File: src/rtl/fft_rd_pkg.sv
// ---------------------------------------------------------------------------
// fft_rd_pkg
// Shared definitions for the FFT result reader: readout FSM state encoding,
// row FIFO geometry and the row type (one word from each of the four banks).
// No ports; imported by the reader, its row FIFO and the bench.
// ---------------------------------------------------------------------------
package fft_rd_pkg;

  typedef enum logic [1:0] {
    ST_IDLE  = 2'd0,
    ST_RUN   = 2'd1,
    ST_DRAIN = 2'd2,
    ST_DONE  = 2'd3
  } rd_state_t;

  localparam int FIFO_DEPTH = 4;
  localparam int FIFO_CNT_W = $clog2(FIFO_DEPTH + 1);
  localparam int NUM_BANKS  = 4;

  // Default sample width; the reader itself is parameterised on DATA_W and
  // builds its own row type of the same shape when DATA_W is overridden.
  localparam int SAMPLE_W = 16;
  typedef logic signed [SAMPLE_W-1:0] sample_t;
  typedef sample_t [NUM_BANKS-1:0]    row_t;

endpackage

File: src/rtl/fft_result_reader_if.sv
// ---------------------------------------------------------------------------
// fft_result_reader_if
// Bundles the control, FFT RAM read and output stream signals of the reader.
//   iSTART / iABORT      readout request pulse / synchronous abort
//   iSHIFT               output shift amount (only with FFT_RD_SHIFT_EN)
//   oADDR_RD             read address shared by the four RAM banks
//   iDATA_RE_0..3        bank read data, RD_LAT clocks after the address
//   oDATA/oINDEX/oLAST   streamed sample, its point index, final-sample flag
//   oVALID / iREADY      stream handshake
//   oBUSY / oDONE        readout in progress / one-cycle completion pulse
// Modports: slave = the reader, master = whoever drives and consumes it.
// ---------------------------------------------------------------------------
interface fft_result_reader_if #(
  parameter int ADDR_W = 9,
  parameter int DATA_W = 16
);

  logic                     iSTART;
  logic                     iABORT;
`ifdef FFT_RD_SHIFT_EN
  logic [3:0]               iSHIFT;
`endif
  logic [ADDR_W-1:0]        oADDR_RD;
  logic signed [DATA_W-1:0] iDATA_RE_0;
  logic signed [DATA_W-1:0] iDATA_RE_1;
  logic signed [DATA_W-1:0] iDATA_RE_2;
  logic signed [DATA_W-1:0] iDATA_RE_3;
  logic signed [DATA_W-1:0] oDATA;
  logic [ADDR_W+1:0]        oINDEX;
  logic                     oVALID;
  logic                     iREADY;
  logic                     oLAST;
  logic                     oBUSY;
  logic                     oDONE;

  modport slave (
`ifdef FFT_RD_SHIFT_EN
    input  iSHIFT,
`endif
    input  iSTART, iABORT, iDATA_RE_0, iDATA_RE_1, iDATA_RE_2, iDATA_RE_3, iREADY,
    output oADDR_RD, oDATA, oINDEX, oVALID, oLAST, oBUSY, oDONE
  );

  modport master (
`ifdef FFT_RD_SHIFT_EN
    output iSHIFT,
`endif
    output iSTART, iABORT, iDATA_RE_0, iDATA_RE_1, iDATA_RE_2, iDATA_RE_3, iREADY,
    input  oADDR_RD, oDATA, oINDEX, oVALID, oLAST, oBUSY, oDONE
  );

endinterface

File: src/rtl/fft_rd_row_fifo.sv
// ---------------------------------------------------------------------------
// fft_rd_row_fifo
// FIFO_DEPTH-row synchronous FIFO holding complete bank rows.
//   clk, rst_n   clock, asynchronous active-low reset
//   clear        synchronous flush (pointers and count to zero)
//   push/push_row  write one row
//   pop          drop the head row
//   head_row     current head (meaningful only while count != 0)
//   count        occupancy 0..FIFO_DEPTH
// The caller guarantees no push when full and no pop when empty.
// ---------------------------------------------------------------------------
module fft_rd_row_fifo
  import fft_rd_pkg::*;
#(
  parameter int ROW_W = $bits(row_t)
) (
  input  logic                  clk,
  input  logic                  rst_n,
  input  logic                  clear,
  input  logic                  push,
  input  logic [ROW_W-1:0]      push_row,
  input  logic                  pop,
  output logic [ROW_W-1:0]      head_row,
  output logic [FIFO_CNT_W-1:0] count
);

  localparam int PTR_W = $clog2(FIFO_DEPTH);

  logic [ROW_W-1:0] mem [FIFO_DEPTH];
  logic [PTR_W-1:0] wr_ptr;
  logic [PTR_W-1:0] rd_ptr;

  // NOTE: storage has no reset; only the pointers and count decide what is
  // valid, and the reader masks oDATA while the FIFO is empty.
  always_ff @(posedge clk) begin
    if (push) mem[wr_ptr] <= push_row;
  end

  always_ff @(posedge clk or negedge rst_n) begin
    if (!rst_n) begin
      wr_ptr <= '0;
      rd_ptr <= '0;
      count  <= '0;
    end else if (clear) begin
      wr_ptr <= '0;
      rd_ptr <= '0;
      count  <= '0;
    end else begin
      if (push) wr_ptr <= wr_ptr + 1'b1;
      if (pop)  rd_ptr <= rd_ptr + 1'b1;
      unique case ({push, pop})
        2'b10:   count <= count + 1'b1;
        2'b01:   count <= count - 1'b1;
        default: count <= count;
      endcase
    end
  end

  assign head_row = mem[rd_ptr];

endmodule

File: src/rtl/fft_result_reader.sv
// ---------------------------------------------------------------------------
// fft_result_reader
// Reads all four FFT RAM banks (2**ADDR_W words each) once per iSTART and
// streams the 4*2**ADDR_W samples in point order (index = 4*addr + bank).
//   iCLK, iRESET  clock, asynchronous active-low reset
//   bus           fft_result_reader_if.slave (control, RAM read, stream)
// Reads are only issued while the row FIFO plus the reads still in flight
// leave room for the returning row, so the FIFO cannot overflow however
// long the consumer stalls.
// Build option: define FFT_RD_SHIFT_EN to add iSHIFT; oDATA then becomes the
// sample arithmetically shifted right by iSHIFT (latched at iSTART) with
// round-half-up. Without it oDATA is the raw sample.
// ---------------------------------------------------------------------------
module fft_result_reader
  import fft_rd_pkg::*;
#(
  parameter int ADDR_W = 9,
  parameter int DATA_W = 16,
  parameter int RD_LAT = 2
) (
  input  logic iCLK,
  input  logic iRESET,
  fft_result_reader_if.slave bus
);

  localparam int OCC_W = $clog2(RD_LAT + FIFO_DEPTH + 1);

  typedef logic [NUM_BANKS-1:0][DATA_W-1:0] bank_row_t;

  rd_state_t                state;
  logic [ADDR_W-1:0]        rd_addr;
  logic                     busy;
  logic                     done;
  logic [RD_LAT-1:0]        inflight;
  logic [OCC_W-1:0]         inflight_cnt;
  logic [OCC_W-1:0]         occupancy;
  logic [FIFO_CNT_W-1:0]    fifo_count;
  bank_row_t                push_row;
  bank_row_t                head_row;
  logic [ADDR_W-1:0]        row_cnt;
  logic [1:0]               bank_cnt;
  logic                     issue;
  logic                     valid;
  logic                     xfer;
  logic                     pop;
  logic                     last;
  logic signed [DATA_W-1:0] sample;
  logic signed [DATA_W-1:0] shaped;
  logic                     start_ok;

  assign start_ok = (state == ST_IDLE) && bus.iSTART && !bus.iABORT;

  // -------------------------------------------------------------------------
  // Read issue: rows already buffered plus rows still in the RAM pipeline
  // must leave space for one more row.
  // -------------------------------------------------------------------------
  // NOTE: every always_comb output gets a default first so no path can
  // leave it unassigned and infer a latch.
  always_comb begin
    inflight_cnt = '0;
    for (int i = 0; i < RD_LAT; i++) begin
      inflight_cnt = inflight_cnt + OCC_W'(inflight[i]);
    end
  end

  assign occupancy = OCC_W'(fifo_count) + inflight_cnt;
  assign issue     = (state == ST_RUN) && (occupancy < OCC_W'(FIFO_DEPTH));

  // -------------------------------------------------------------------------
  // Readout FSM with registered address, busy and done.
  // -------------------------------------------------------------------------
  // NOTE: sequential state uses non-blocking assignments only, so every
  // register samples pre-edge values regardless of statement order.
  always_ff @(posedge iCLK or negedge iRESET) begin
    if (!iRESET) begin
      state   <= ST_IDLE;
      rd_addr <= '0;
      busy    <= 1'b0;
      done    <= 1'b0;
    end else if (bus.iABORT) begin
      state   <= ST_IDLE;
      rd_addr <= '0;
      busy    <= 1'b0;
      done    <= 1'b0;
    end else begin
      done <= 1'b0;
      unique case (state)
        ST_IDLE: begin
          if (bus.iSTART) begin
            state   <= ST_RUN;
            rd_addr <= '0;
            busy    <= 1'b1;
          end
        end
        ST_RUN: begin
          if (issue) begin
            // The final address is held rather than wrapped to 0.
            if (&rd_addr) state <= ST_DRAIN;
            else          rd_addr <= rd_addr + 1'b1;
          end
        end
        ST_DRAIN: begin
          if (xfer && last) begin
            state <= ST_DONE;
            busy  <= 1'b0;
            done  <= 1'b1;
          end
        end
        ST_DONE: begin
          state   <= ST_IDLE;
          rd_addr <= '0;
        end
        default: state <= ST_IDLE;
      endcase
    end
  end

  // -------------------------------------------------------------------------
  // In-flight tracking: one bit per outstanding read, RD_LAT stages deep.
  // The last stage lines up with valid bank data.
  // -------------------------------------------------------------------------
  always_ff @(posedge iCLK or negedge iRESET) begin
    if (!iRESET) begin
      inflight <= '0;
    end else if (bus.iABORT) begin
      inflight <= '0;
    end else begin
      inflight[0] <= issue;
      for (int i = 1; i < RD_LAT; i++) begin
        inflight[i] <= inflight[i-1];
      end
    end
  end

  assign push_row = {bus.iDATA_RE_3, bus.iDATA_RE_2, bus.iDATA_RE_1, bus.iDATA_RE_0};

  fft_rd_row_fifo #(
    .ROW_W (NUM_BANKS * DATA_W)
  ) u_row_fifo (
    .clk      (iCLK),
    .rst_n    (iRESET),
    .clear    (bus.iABORT),
    .push     (inflight[RD_LAT-1]),
    .push_row (push_row),
    .pop      (pop),
    .head_row (head_row),
    .count    (fifo_count)
  );

  // -------------------------------------------------------------------------
  // Output stream: the bank counter walks the head row, which is popped
  // after its last word. Row and bank counters together form the index.
  // -------------------------------------------------------------------------
  assign valid = (fifo_count != '0);
  assign xfer  = valid && bus.iREADY;
  assign pop   = xfer && (bank_cnt == 2'd3);
  assign last  = valid && (&{row_cnt, bank_cnt});

  always_ff @(posedge iCLK or negedge iRESET) begin
    if (!iRESET) begin
      row_cnt  <= '0;
      bank_cnt <= '0;
    end else if (bus.iABORT || start_ok) begin
      row_cnt  <= '0;
      bank_cnt <= '0;
    end else if (xfer) begin
      bank_cnt <= bank_cnt + 1'b1;
      if (bank_cnt == 2'd3) row_cnt <= row_cnt + 1'b1;
    end
  end

  assign sample = head_row[bank_cnt];

`ifdef FFT_RD_SHIFT_EN
  logic [3:0]               shift_q;
  logic signed [DATA_W:0]   wide;
  logic signed [DATA_W:0]   round_bit;

  // Shift amount is frozen for the whole readout.
  always_ff @(posedge iCLK or negedge iRESET) begin
    if (!iRESET)       shift_q <= '0;
    else if (start_ok) shift_q <= bus.iSHIFT;
  end

  // One guard bit keeps the rounding add from overflowing at full scale.
  always_comb begin
    wide      = (DATA_W+1)'(sample);
    round_bit = '0;
    shaped    = sample;
    if (shift_q != 4'd0) begin
      round_bit = (DATA_W+1)'(1) << (shift_q - 4'd1);
      shaped    = DATA_W'((wide + round_bit) >>> shift_q);
    end
  end
`else
  assign shaped = sample;
`endif

  assign bus.oADDR_RD = rd_addr;
  assign bus.oDATA    = valid ? shaped : '0;
  assign bus.oINDEX   = {row_cnt, bank_cnt};
  assign bus.oVALID   = valid;
  assign bus.oLAST    = last;
  assign bus.oBUSY    = busy;
  assign bus.oDONE    = done;

endmodule

File: src/flat_wrapper.sv
// flat-port wrapper written by rule: the top's interface ports become plain ports
module fft_result_reader_flat import fft_rd_pkg::*;
#(
  parameter int ADDR_W = 9,
  parameter int DATA_W = 16,
  parameter int RD_LAT = 2
)
  (iCLK, iRESET, bus_iSTART, bus_iABORT, bus_iDATA_RE_0, bus_iDATA_RE_1, bus_iDATA_RE_2, bus_iDATA_RE_3, bus_iREADY, bus_oADDR_RD, bus_oDATA, bus_oINDEX, bus_oVALID, bus_oLAST, bus_oBUSY, bus_oDONE);
  fft_result_reader_if #(.ADDR_W(ADDR_W), .DATA_W(DATA_W)) bus_i ();
  input  logic iCLK;
  input  logic iRESET;
  input wire logic [$bits(bus_i.iSTART)-1:0] bus_iSTART;
  input wire logic [$bits(bus_i.iABORT)-1:0] bus_iABORT;
  input wire logic [$bits(bus_i.iDATA_RE_0)-1:0] bus_iDATA_RE_0;
  input wire logic [$bits(bus_i.iDATA_RE_1)-1:0] bus_iDATA_RE_1;
  input wire logic [$bits(bus_i.iDATA_RE_2)-1:0] bus_iDATA_RE_2;
  input wire logic [$bits(bus_i.iDATA_RE_3)-1:0] bus_iDATA_RE_3;
  input wire logic [$bits(bus_i.iREADY)-1:0] bus_iREADY;
  output wire logic [$bits(bus_i.oADDR_RD)-1:0] bus_oADDR_RD;
  output wire logic [$bits(bus_i.oDATA)-1:0] bus_oDATA;
  output wire logic [$bits(bus_i.oINDEX)-1:0] bus_oINDEX;
  output wire logic [$bits(bus_i.oVALID)-1:0] bus_oVALID;
  output wire logic [$bits(bus_i.oLAST)-1:0] bus_oLAST;
  output wire logic [$bits(bus_i.oBUSY)-1:0] bus_oBUSY;
  output wire logic [$bits(bus_i.oDONE)-1:0] bus_oDONE;
  assign bus_i.iSTART = bus_iSTART;
  assign bus_i.iABORT = bus_iABORT;
  assign bus_i.iDATA_RE_0 = bus_iDATA_RE_0;
  assign bus_i.iDATA_RE_1 = bus_iDATA_RE_1;
  assign bus_i.iDATA_RE_2 = bus_iDATA_RE_2;
  assign bus_i.iDATA_RE_3 = bus_iDATA_RE_3;
  assign bus_i.iREADY = bus_iREADY;
  assign bus_oADDR_RD = bus_i.oADDR_RD;
  assign bus_oDATA = bus_i.oDATA;
  assign bus_oINDEX = bus_i.oINDEX;
  assign bus_oVALID = bus_i.oVALID;
  assign bus_oLAST = bus_i.oLAST;
  assign bus_oBUSY = bus_i.oBUSY;
  assign bus_oDONE = bus_i.oDONE;
  fft_result_reader #(.ADDR_W(ADDR_W), .DATA_W(DATA_W), .RD_LAT(RD_LAT)) u_core (.iCLK(iCLK), .iRESET(iRESET), .bus(bus_i));
endmodule
File: config.mk
export PLATFORM = sky130hd
export DESIGN_NAME = fft_result_reader_flat
export DESIGN_NICKNAME = d
export VERILOG_FILES = /design/src/rtl/fft_rd_pkg.sv /design/src/rtl/fft_result_reader_if.sv /design/src/rtl/fft_rd_row_fifo.sv /design/src/rtl/fft_result_reader.sv /design/src/flat_wrapper.sv
export SDC_FILE = /design/constraint.sdc
export NUM_CORES = 1
export LEC_CHECK = 0
export CELL_PAD_IN_SITES_DETAIL_PLACEMENT = 0
export CELL_PAD_IN_SITES_GLOBAL_PLACEMENT = 1
export CORE_ASPECT_RATIO = 1.2
export CORE_MARGIN = 2
export CORE_UTILIZATION = 53
export DETAILED_ROUTE_END_ITERATION = 6
export PLACE_DENSITY = 0.87
export SETUP_SLACK_MARGIN = 0.5
export SLEW_MARGIN = 30
export SYNTH_ARGS = -nofsm -noshare
export SYNTH_HDL_FRONTEND = slang
export SYNTH_SLANG_ARGS = --single-unit
File: constraint.sdc
create_clock -name iCLK -period 4.8 [get_ports iCLK]
set_input_delay 0.72 -clock iCLK [delete_from_list [all_inputs] [get_ports iCLK]]
set_output_delay 0.72 -clock iCLK [all_outputs]
set_load 0.1 [all_outputs]
==> summary.md, run 1 <==
| Metric | Value |
|---|---|
| Post_cts resized | 0 |
| Synthesized instance count | 602 |
| Global-route usage over all layers | 19.6% |
| Number of failing hold endpoints at the final stage | 0 |
| Mean Syn Cell Area | 19.4 um^2 |
| Initial antenna violation count | 0 |
| Part of the power in the clock network | 38.2% |
| Final weighted congestion in routability-driven placement | slightly below 0.8 |
| Post-synthesis net count | 686 |
| Crit-path cells | mux4_2, nor2b_1, a211oi_1, a211oi_2, clkdlybuf4s50_1 |
| WL per Instance | 22.4 um |
| Startpoint type of the worst setup path | register |
| Horizontal extent of the die | 140 um |
| Worst path buffer plus inverter count | 1 |
| Initial core utilization | a little over half |
| Leading register cell type out of synthesis | sky130_fd_sc_hd__edfxtp_1 |
| CTS buffer count | 28 |
| Fraction of power consumed by sequential logic | 51.3% |
| Crit share post-route | 80.7% |
| Switching share of power | 23.1% |
| # IOs | 109 |
| Critical register-to-register path startpoint | u_core.inflight[1] |
| Number of standard-cell rows in the floorplan | 59 |
| Total count of max-transition violations in the final report | 0 |
| Antenna diode instance count | 0 |
| Post-synthesis sequential area ratio | 72.8% |
| Final net count | 806 |
| Drt first pass iters | 4 |
| Via density | 5.94 |
| Insertion delay to the later sink of the worst-skew pair | 0.52 ns |
| TritonCTS clock tree | yes |
| Final number of setup-violating endpoints | 0 |
| Most frequent cells in the layout | sky130_fd_sc_hd__edfxtp_1, sky130_fd_sc_hd__clkdlybuf4s50_1, sky130_fd_sc_hd__mux4_2 |
| Commonest non-fill, non-tap cell in the layout | sky130_fd_sc_hd__edfxtp_1 |
| Via count | 6049 |
| Overflow left after global routing | 0 |
| Run status | finished, final reports clean |
| Clock Pin Slew Worst Setup and Hold Paths | 0.06 ns |
| Total clock sinks | 289 |
| Post-layout min period | 3.87 ns |
| Arrival time at the worst endpoint | 3.15 ns |
| Combinational cell fraction of total power | 10.5% |
| Pin count of the biggest net entering global routing | 44 |
| Switch Pwr | 1.29 mW |
| Sum of internal, switching and leakage power | 5.58 mW |
| Category of the critical setup timing path | reg2out |
| Layout fillers | 1457 |
| Post-place setup slack | 1.44 ns |
| Antenna Nets Post-Route | 0 |
| PwrDens | slightly below 400 nW/um^2 |
| Total area of sequential cells | 8520 um^2 |
| Post-synthesis sequential element count | 289 |
| Vias in the first global route | 6503 |
| Drc violations | 0 |
| Number of cells in the finished layout apart from fillers | 1018 |
| Share of layout cells above drive strength 1 | between 20% and 30% |
| Required @ worst endpoint | roughly 4.1 ns |
| Largest buffer count on any clock path | 3 |
| Core ar. | around 22000 um^2 |
| Hold crit path type | reg2reg |
| Initial drt markers | approximately 490 |
| Post-layout worst setup margin | a little over 0.9 ns |
| Startpoint of the worst hold path | u_core.bus.oADDR_RD[6] |
| CTS HTree Levels | 1 |
| Count of buffers from port buffering | 108 |
| Post-synth EDFFs | ~260 |
| Critical Path Slowest Stage Cell | sky130_fd_sc_hd__clkdlybuf4s50_1 |
| Hold buffer count at CTS | 0 |
| Maximum Capacitance Violations | 0 |
| Die Outline Area | 23300 um^2 |
| Crit. Startpoint | u_core.u_row_fifo.rd_ptr[0] |
| Area taken by multi-input logic gates | roughly 3000 um^2 |
| Clock Tree Root | sky130_fd_sc_hd__clkbuf_16 |
| Number of placed cells counting well taps | 966 |
| Kind of cell adding the most delay to the critical path | buffers and inverters |
| Count of warnings emitted by yosys | 0 |
| Kind of end point of the critical path | output port |
| Slew of the pin with the lowest slew margin | 0.997 ns |
| Layout overhead on the synthesized area | 19.9% |
| Number of library cell types mapped by synthesis | 50 |
| Sum of negative setup slack | 0 ns |
| HPWL after DPL | 14400 um |
| Relative slew slack | 33.4% |
| Maximum clock skew at final layout | 0.00722 ns |
| Worst path max stage delay | 1.18 ns |
| Maximum vdd ir drop | 0.336 mV |
| Vertical die dimension | 167 um |
| Async set-or-reset flop fraction in the synthesized netlist | 11.4% |
| Static leakage | 4.56 nW |
| Internal power | 4.29 mW |
| Unrepaired setup endpoints after global routing | no |
| Post-CTS Setup Inserts | 0 |
| Routed WL | 22900 um |
| Global-route wire length before repair | about 36000 um |
| Netlist Area Pre-Place | 11700 um^2 |
| Critical path fanouts, max | 10 |
| Highest achievable clock rate | 258 MHz |
worst reg2reg max path, delay by kind of cell, from the launching register on:
kind | cells | cell delay, ns
flip-flops | 1 | 0.53
XOR/XNOR | 1 | 0.79
adder cells (fa/ha/maj) | 2 | 0.55
AND/OR/NAND/NOR | 1 | 0.41
AO/OA/AOI/OAI | 3 | 0.58
sequential cells by signal, summed over array words and instances (netlist names):
name,flops
u_core.state,2
u_core.u_row_fifo.count,3
u_core.bus.oDONE,1
u_core.bus.oBUSY,1
u_core.row_cnt,9
u_core.bank_cnt,2
u_core.u_row_fifo.rd_ptr,2
u_core.inflight,2
u_core.u_row_fifo.wr_ptr,2
u_core.u_row_fifo.mem,256
u_core.bus.oADDR_RD,9
through the flow:
step / area, um^2 / util, % / hold slack, ns
floorplan: 11800 / - / 0.424
global placement: 13100 / 60.4 / 0.490
detailed placement: 13100 / 60.4 / 0.518
CTS: 14000 / 64.6 / 0.528
global route: 14000 / 64.6 / 0.554
finish: 14000 / 64.6 / 0.528
power by group through the flow:
stage          registers [mW]  clock network [mW]  logic [mW]
3_3_place_gp             2.90                   0       0.568
6_report                 2.86                2.13       0.586
2_1_floorplan            2.96                   0       0.331
3_5_place_dp             2.91                   0       0.586
5_1_grt                  2.86                2.26       0.622
4_1_cts                  2.86                2.17       0.589
metal layers:
metal / track usage [%] / share of wire (%) / up-vias
li1: - / - / 2688
met1: 25.9 / 41 / 3114
met2: 34.3 / 52 / 213
met3: 2.96 / 5.7 / 34
met4: 5.74 / 2.1 / 0
met5: 0 / 0 / -
logic make-up after synthesis:
logic type / Yosys count / share of synthesized area (%)
flops: 289 / 72.8
compound gates: 67 / 4.34
simple gates: 95 / 4.40
buf+inv: 38 / 1.66
mux: 84 / 14.0
xor+xnor: 14 / 1.11
fa+ha+maj: 15 / 1.67
synthesized netlist by cell type (all sizes together), types with 2 or more instances:
master  count  area share, %
a211oi     32            2.1
a21oi       7           0.30
a22o        2           0.15
a31oi       3           0.29
a41oi       3           0.39
and2        5           0.27
and3        6           0.36
buf        18           0.99
clkbuf     14           0.45
dfrtp      33            7.1
edfxtp    256             66
ha         14            1.5
inv         6           0.21
mux2i      19            1.6
mux4       64             12
nand2      20           0.64
nand2b      3           0.16
nand3       4           0.17
nand4       5           0.27
nor2       19           0.61
nor2b      20            1.1
nor3        3           0.22
o21ai      10           0.46
o311ai      2           0.15
o31ai       4           0.26
or2         2           0.11
or3         5           0.31
xnor2       6           0.51
xor2        8           0.60
final timing paths:
check,endpoint,slack (ns),cells after the start
setup / recovery,bus_oDATA[4],0.93,5
hold / removal,u_core.bus.oADDR_RD[6],0.53,1
setup reg to reg,u_core.state[0],1.83,7
hold reg to reg,u_core.bus.oADDR_RD[6],0.53,1
max in group asynchronous,u_core.u_row_fifo.rd_ptr[0],3.85,2
min in group asynchronous,u_core.bus.oADDR_RD[7],0.61,2
final cells by class:
| class | instances | share of cell area [%] |
|---|---|---|
| flip-flops and latches | 289 | 60.7 |
| multi-input cells | 275 | 22.0 |
| repair buffers | 122 | 8.19 |
| clock buffers | 41 | 5.71 |
| well taps | 274 | 2.44 |
| clock inverters | 11 | 0.776 |
| inverters | 6 | 0.178 |
(Power assumes the default switching activity.)
==> run 2: changes to the inputs <==
--- a/config.mk
+++ b/config.mk
@@ -9,9 +9,9 @@
 export CELL_PAD_IN_SITES_GLOBAL_PLACEMENT = 1
 export CORE_ASPECT_RATIO = 1.2
 export CORE_MARGIN = 2
-export CORE_UTILIZATION = 53
+export CORE_UTILIZATION = 50
 export DETAILED_ROUTE_END_ITERATION = 6
-export PLACE_DENSITY = 0.87
+export PLACE_DENSITY = 0.83
 export SETUP_SLACK_MARGIN = 0.5
 export SLEW_MARGIN = 30
 export SYNTH_ARGS = -nofsm -noshare
==> constraint.sdc (replaced) <==
create_clock -name iCLK -period 4 [get_ports iCLK]
set_input_delay 0.6 -clock iCLK [delete_from_list [all_inputs] [get_ports iCLK]]
set_output_delay 0.6 -clock iCLK [all_outputs]
set_load 0.1 [all_outputs]
==> run 2 against run 1 <==
Net effect:
- first-iteration DRC count fell by 21%
- critical path depth did not move
- non-clock buffer count rose by 3
- worst setup slack got worse by 0.32 ns
- core utilization fell by 2.4 points
- global-route usage fell by 0.92 points
- sequential cell count did not move
- sequential share of layout area fell by 1.3 points
- routed wire length fell by 0.89%
- power rose by 20%
- largest power group unchanged
==> summary.md, run 2 (synthesis results as in run 1) <==
| Metric | Value |
|---|---|
| Maximum vdd ir drop | between 0.4 and 0.5 mV |
| # IOs | 109 |
| Layout overhead on the synthesized area | 22.5% |
| Core ar. | 23000 um^2 |
| Total clock sinks | 289 |
| Maximum clock skew at final layout | around 0.020 ns |
| Combinational cell fraction of total power | 10.9% |
| Final weighted congestion in routability-driven placement | 0.737 |
| Number of standard-cell rows in the floorplan | 61 |
| Clock Tree Root | sky130_fd_sc_hd__clkbuf_16 |
| Drt first pass iters | 5 |
| WL per Instance | about 21 um |
| Initial drt markers | 384 |
| PwrDens | 467 nW/um^2 |
| Switch Pwr | 1.58 mW |
| Share of layout cells above drive strength 1 | a little under a quarter |
| Arrival time at the worst endpoint | approximately 2.8 ns |
| Insertion delay to the later sink of the worst-skew pair | around 0.54 ns |
| Most frequent cells in the layout | sky130_fd_sc_hd__edfxtp_1, sky130_fd_sc_hd__clkdlybuf4s50_1, sky130_fd_sc_hd__mux4_2 |
| Static leakage | ~4.6 nW |
| CTS buffer count | 28 |
| Kind of end point of the critical path | output port |
| Overflow left after global routing | 0 |
| Total count of max-transition violations in the final report | 0 |
| CTS HTree Levels | 1 |
| Global-route wire length before repair | 35200 um |
| Highest achievable clock rate | 295 MHz |
| Initial antenna violation count | 1 |
| Layout fillers | 1603 |
| Commonest non-fill, non-tap cell in the layout | sky130_fd_sc_hd__edfxtp_1 |
| R2R Setup Slk | 1.52 ns |
| Hold buffer count at CTS | 0 |
| Via count | 6018 |
| Category of the critical setup timing path | reg2out |
| Relative slew slack | 34.9% |
| Final net count | slightly above 800 |
| Antenna Nets Post-Route | 0 |
| Via density | 5.66 |
| Critical path fanouts, max | 32 |
| Number of flip-flops under the largest register name | about 260 |
| Part of the power in the clock network | 37.9% |
| Post-layout worst setup margin | 0.605 ns |
| Critical Path Slowest Stage Cell | sky130_fd_sc_hd__dfrtp_4 |
| Drc violations | 0 |
| Fraction of power consumed by sequential logic | 51.3% |
| Post-place setup slack | 0.934 ns |
| Routed WL | 22600 um |
| Clock Pin Slew Worst Setup and Hold Paths | 0.06 ns |
| Crit share post-route | 84.9% |
| Hold crit path type | in2async |
| Vertical die dimension | 172 um |
| Fin util | 62.2% |
| Worst path buffer plus inverter count | 2 |
| Crit-path cells | buf_12, mux4_2, a211oi_1, a211oi_4, buf_4 |
| Run status | finished, final reports clean |
| Horizontal extent of the die | 144 um |
| HPWL after DPL | roughly 14000 um |
| Global-route usage over all layers | between 10% and 20% |
| Slew of the pin with the lowest slew margin | 0.974 ns |
| Initial core utilization | about half |
| Unrepaired setup endpoints after global routing | no |
| Number of failing hold endpoints at the final stage | 0 |
| TritonCTS clock tree | yes |
| Count of buffers from port buffering | 108 |
| Maximum Capacitance Violations | 0 |
| Startpoint type of the worst setup path | register |
| Kind of cell adding the most delay to the critical path | compound AO/OA/AOI/OAI gates |
| Switching share of power | 23.6% |
| Worst path max stage delay | around 0.65 ns |
| Required @ worst endpoint | ~3.4 ns |
| Most flops, register | u_core.u_row_fifo.mem |
| Internal power | about 5.1 mW |
| Vias in the first global route | 6276 |
| Final number of setup-violating endpoints | 0 |
| Pin count of the biggest net entering global routing | 65 |
| Sum of negative setup slack | 0 ns |
| Largest buffer count on any clock path | 3 |
| Post-layout min period | 3.39 ns |
| Die Outline Area | between 20000 and 25000 um^2 |
## run 2: changes by cell type in the layout (fill, tap and decap cells not counted), moves of 2 or more
cell	change
sky130_fd_sc_hd__a211oi_2	-14
sky130_fd_sc_hd__clkdlybuf4s50_1	-3
sky130_fd_sc_hd__and2_2	+3
sky130_fd_sc_hd__buf_6	+2
sky130_fd_sc_hd__a211oi_1	-2
sky130_fd_sc_hd__a211oi_4	+16
sky130_fd_sc_hd__and2_4	-3
sky130_fd_sc_hd__buf_4	-3
sky130_fd_sc_hd__dfrtp_4	+2
sky130_fd_sc_hd__buf_12	+5
## run 2: path summary, 6_finish.rpt
kind | to | cells after the start | startpoint
worst max-delay path | bus_oDATA[6] | 5 | u_core.bank_cnt[0]
worst min-delay path | u_core.bus.oADDR_RD[3] | 1 | iRESET
worst max register to register | u_core.bus.oADDR_RD[0] | 9 | u_core.bus.oADDR_RD[1]
worst min register to register | u_core.bus.oADDR_RD[6] | 1 | u_core.bus.oADDR_RD[6]
max in group asynchronous | u_core.bank_cnt[0] | 2 | iRESET
min in group iCLK | u_core.bus.oADDR_RD[6] | 1 | u_core.bus.oADDR_RD[6]
## run 2: routing by layer
metal / track usage, % / part of all wire, % / vias to the layer above
li1: - / - / 2683
met1: 25.4 / 42 / 3149
met2: 31.7 / 52 / 161
met3: 3.42 / 5.2 / 25
met4: 4.73 / 1.6 / 0
met5: 0 / 0 / -
## run 2: worst reg2reg max path, delay by kind of cell, from the launching register on
kind,cells,cell delay (ns)
and+or+nand+nor,5,1.02
DFF,1,0.41
adders and majority gates,2,0.38
AOI/OAI and AO/OA,1,0.27
muxes,1,0.28
## run 2: area by class of cell
type                       count  area, um^2  area share (%)
sequential                   289        8530            59.5
multi-input combinational    275        3210            22.4
timing repair buffer         125        1280            8.92
clock buffer                  40         766            5.34
tap                          315         394            2.75
clock inverter                12         134           0.934
inverter                       6        25.0           0.175
antenna                        1        2.50          0.0175
## run 2: per-stage QoR
| stage | std cells | hold slack, ns | power, mW | cell area [um^2] |
|---|---|---|---|---|
| after floorplan | 602 | 0.304 | 3.98 | 11900 |
| after global placement | 1006 | 0.483 | 4.19 | 13300 |
| final | 1063 | 0.369 | 6.69 | 14300 |
| after detailed placement | 1006 | 0.499 | 4.22 | 13300 |
| after global routing | 1063 | 0.388 | 6.95 | 14300 |
| after CTS | 1061 | 0.364 | 6.76 | 14300 |
## run 2: power groups by stage
stage	Sequential, mW	Clock [mW]	Combinational [mW]
global placement	3.49	0	0.708
floorplan	3.56	0	0.424
finish	3.43	2.53	0.726
detailed placement	3.49	0	0.730
CTS	3.43	2.60	0.733
global route	3.44	2.73	0.779
## run 2: timing repair
item	4_1_cts	5_1_grt
resized for setup	6	0
buffers inserted	2	0
setup endpoints to repair	12	0
==> run 3: changes to the inputs <==
==> constraint.sdc (replaced) <==
create_clock -name iCLK -period 3.3 [get_ports iCLK]
set_input_delay 0.495 -clock iCLK [delete_from_list [all_inputs] [get_ports iCLK]]
set_output_delay 0.495 -clock iCLK [all_outputs]
set_load 0.1 [all_outputs]
==> run 3 against run 2 <==
Net effect:
- final area increased by 6.9%
- sequential share of layout area decreased by 3.8 points
- critical path depth increased by 2
- worst setup slack got worse by 0.41 ns
- register-to-register slack got worse by 0.72 ns
- sequential cell count unchanged
- non-clock buffer count increased by 26
- cell count increased by 2.6%
==> summary.md, run 3 (synthesis results as in run 1) <==
| Metric | Value |
|---|---|
| Number of standard-cell rows in the floorplan | 61 |
| Static leakage | ~5 nW |
| Number of flip-flops under the largest register name | 256 |
| Drt first pass iters | 7 |
| Routed WL | 25500 um |
| Run status | finished, final reports clean |
| Most flops, register | u_core.u_row_fifo.mem |
| Core ar. | 23000 um^2 |
| Post-layout min period | 3.10 ns |
| Maximum Capacitance Violations | 0 |
| Area taken by multi-input logic gates | between 3000 and 4000 um^2 |
| PwrDens | between 500 and 600 nW/um^2 |
| Number of failing hold endpoints at the final stage | 0 |
| Internal power | 6.42 mW |
| Total clock sinks | 289 |
| Highest achievable clock rate | 322 MHz |
| Kind of end point of the critical path | output port |
| Initial drt markers | 505 |
| Critical path fanouts, max | 6 |
| WL per Instance | 23.4 um |
| CTS HTree Levels | 1 |
| Arrival time at the worst endpoint | 2.61 ns |
| Worst path buffer plus inverter count | 4 |
| Vertical die dimension | 172 um |
| Cell count along the critical path | 7 |
| Commonest non-fill, non-tap cell in the layout | sky130_fd_sc_hd__edfxtp_1 |
| Overflow left after global routing | 0 |
| Clock Tree Root | sky130_fd_sc_hd__clkbuf_16 |
| Global-route usage over all layers | 20.9% |
| Unrepaired setup endpoints after global routing | yes |
| Insertion delay to the later sink of the worst-skew pair | 0.54 ns |
| Pin count of the biggest net entering global routing | between 60 and 70 |
| Crit share post-route | between 90% and 100% |
| Global-route wire length before repair | 38100 um |
| CTS buffer count | 29 |
| HPWL after DPL | 14700 um |
| Switch Pwr | around 2.0 mW |
| Final weighted congestion in routability-driven placement | 0.733 |
| Capture point of the worst path | bus_oDATA[6] |
| Slew of the pin with the lowest slew margin | 0.992 ns |
| Endpoint of the worst register-to-register path | u_core.u_row_fifo.count[2] |
| Crit. Startpoint | u_core.u_row_fifo.rd_ptr[0] |
| TritonCTS clock tree | yes |
| Initial antenna violation count | 2 |
| Sum of negative setup slack | 0 ns |
| Worst path max stage delay | 0.52 ns |
| Critical Path Slowest Stage Cell | sky130_fd_sc_hd__dfrtp_4 |
| Critical register-to-register path startpoint | u_core.bank_cnt[0] |
| Layout overhead on the synthesized area | 31.0% |
| Largest buffer count on any clock path | 3 |
| Combinational cell fraction of total power | 11.9% |
| Initial core utilization | 50.7% |
| Relative slew slack | 33.7% |
| Via density | 5.74 |
| Horizontal extent of the die | 144 um |
| Hold crit path type | in2async |
| Required @ worst endpoint | 2.80 ns |
| Final number of setup-violating endpoints | 0 |
| # IOs | about 110 |
| Cell area after placement | 13600 um^2 |
| R2R Setup Slk | approximately 0.8 ns |
| Fraction of power consumed by sequential logic | a little under 50% |
| Startpoint type of the worst setup path | register |
| Final net count | 836 |
| Switching share of power | 24.0% |
| Most frequent cells in the layout | sky130_fd_sc_hd__edfxtp_1, sky130_fd_sc_hd__clkdlybuf4s50_1, sky130_fd_sc_hd__mux4_2 |
| Total area of sequential cells | 8530 um^2 |
| Maximum vdd ir drop | approximately 0.44 mV |
| Final design area excluding fillers | 15300 um^2 |
| Sum of internal, switching and leakage power | 8.45 mW |
| Category of the critical setup timing path | reg2out |
| Antenna Nets Post-Route | 0 |
| Die Outline Area | 24600 um^2 |
| Maximum clock skew at final layout | 0.00922 ns |
| Vias in the first global route | ~6700 |
| Drc violations | 0 |
| Via count | 6264 |
| Layout fillers | 1443 |
| Cell depth of the worst flop-to-flop path | 9 |
| Total count of max-transition violations in the final report | 0 |
| Share of layout cells above drive strength 1 | between 30% and 40% |
| Crit-path cells | buf_6, buf_12, buf_16, mux4_2, a211oi_4, a211oi_4, buf_12 |
| Fin util | 66.5% |
| Clock Pin Slew Worst Setup and Hold Paths | 0.06 ns |
| Count of buffers from port buffering | ~110 |
| Part of the power in the clock network | 38.9% |
| Kind of cell adding the most delay to the critical path | buffers and inverters |
[run 3: worst register-to-register path: cells and delay by family, from the launching register on]
kind | cells | cell delay, ns
DFF | 1 | 0.55
and+or+nand+nor | 4 | 0.63
AOI/OAI and AO/OA | 1 | 0.22
xor gates and xnor gates | 1 | 0.12
adders and majority gates | 2 | 0.66
buffers and inverters | 1 | 0.21
[run 3: layer usage]
layer  wire length [um]  vias up  track usage, %  part of all wire [%]
met5                  0        -               0                     0
met4                912        0            8.48                   3.6
met3               1460       60            3.81                   5.7
met2              13400      225            35.8                    52
met1               9740     3241            26.6                    38
li1                   -     2738               -                     -
[run 3: cell type report]
type                            count  area share [%]
Antenna cell                        2          0.0327
Inverter                            6           0.163
Timing Repair Buffer              151            12.4
Multi-Input combinational cell    275            22.9
Tap cell                          315            2.57
Clock inverter                     22            1.51
Sequential cell                   289            55.7
Clock buffer                       31            4.79
[run 3: power by group through the flow]
| stage | Combinational, mW | Clock (mW) | Sequential, mW |
|---|---|---|---|
| floorplan | 0.515 | 0 | 4.31 |
| global placement | 0.897 | 0 | 4.23 |
| detailed placement | 0.917 | 0 | 4.24 |
| CTS | 0.983 | 3.32 | 4.16 |
| global route | 1.07 | 3.49 | 4.16 |
| finish | 1.00 | 3.29 | 4.16 |
[run 3: worst min path at each step]
stage,from,to,slack [ns],cells past startpoint
2_1_floorplan,iRESET,u_core.bank_cnt[1],0.20,0
3_3_place_gp,u_core.bus.oADDR_RD[6],u_core.bus.oADDR_RD[6],0.49,1
3_5_place_dp,u_core.inflight[0],u_core.inflight[1],0.50,1
4_1_cts,iRESET,u_core.bus.oADDR_RD[7],0.30,1
5_1_grt,iRESET,u_core.bus.oADDR_RD[5],0.32,1
6_report,iRESET,u_core.bus.oADDR_RD[7],0.28,1
[run 3: through the flow]
stage          std cells  hold WS (ns)  setup slack (ns)
2_1_floorplan        602         0.199             0.511
3_3_place_gp        1011         0.495             0.327
3_5_place_dp        1011         0.504             0.361
4_1_cts             1086         0.295             0.243
5_1_grt             1091         0.319             0.156
6_report            1091         0.281             0.196
[run 3: repair_timing]
action,CTS,global route
endpoints found under the setup margin,16,16
gates resized for setup,67,13
endpoints found under the hold margin,0,0
setup buffers,17,1
gates cloned,5,0
hold buffers,0,0
pin swaps,24,12
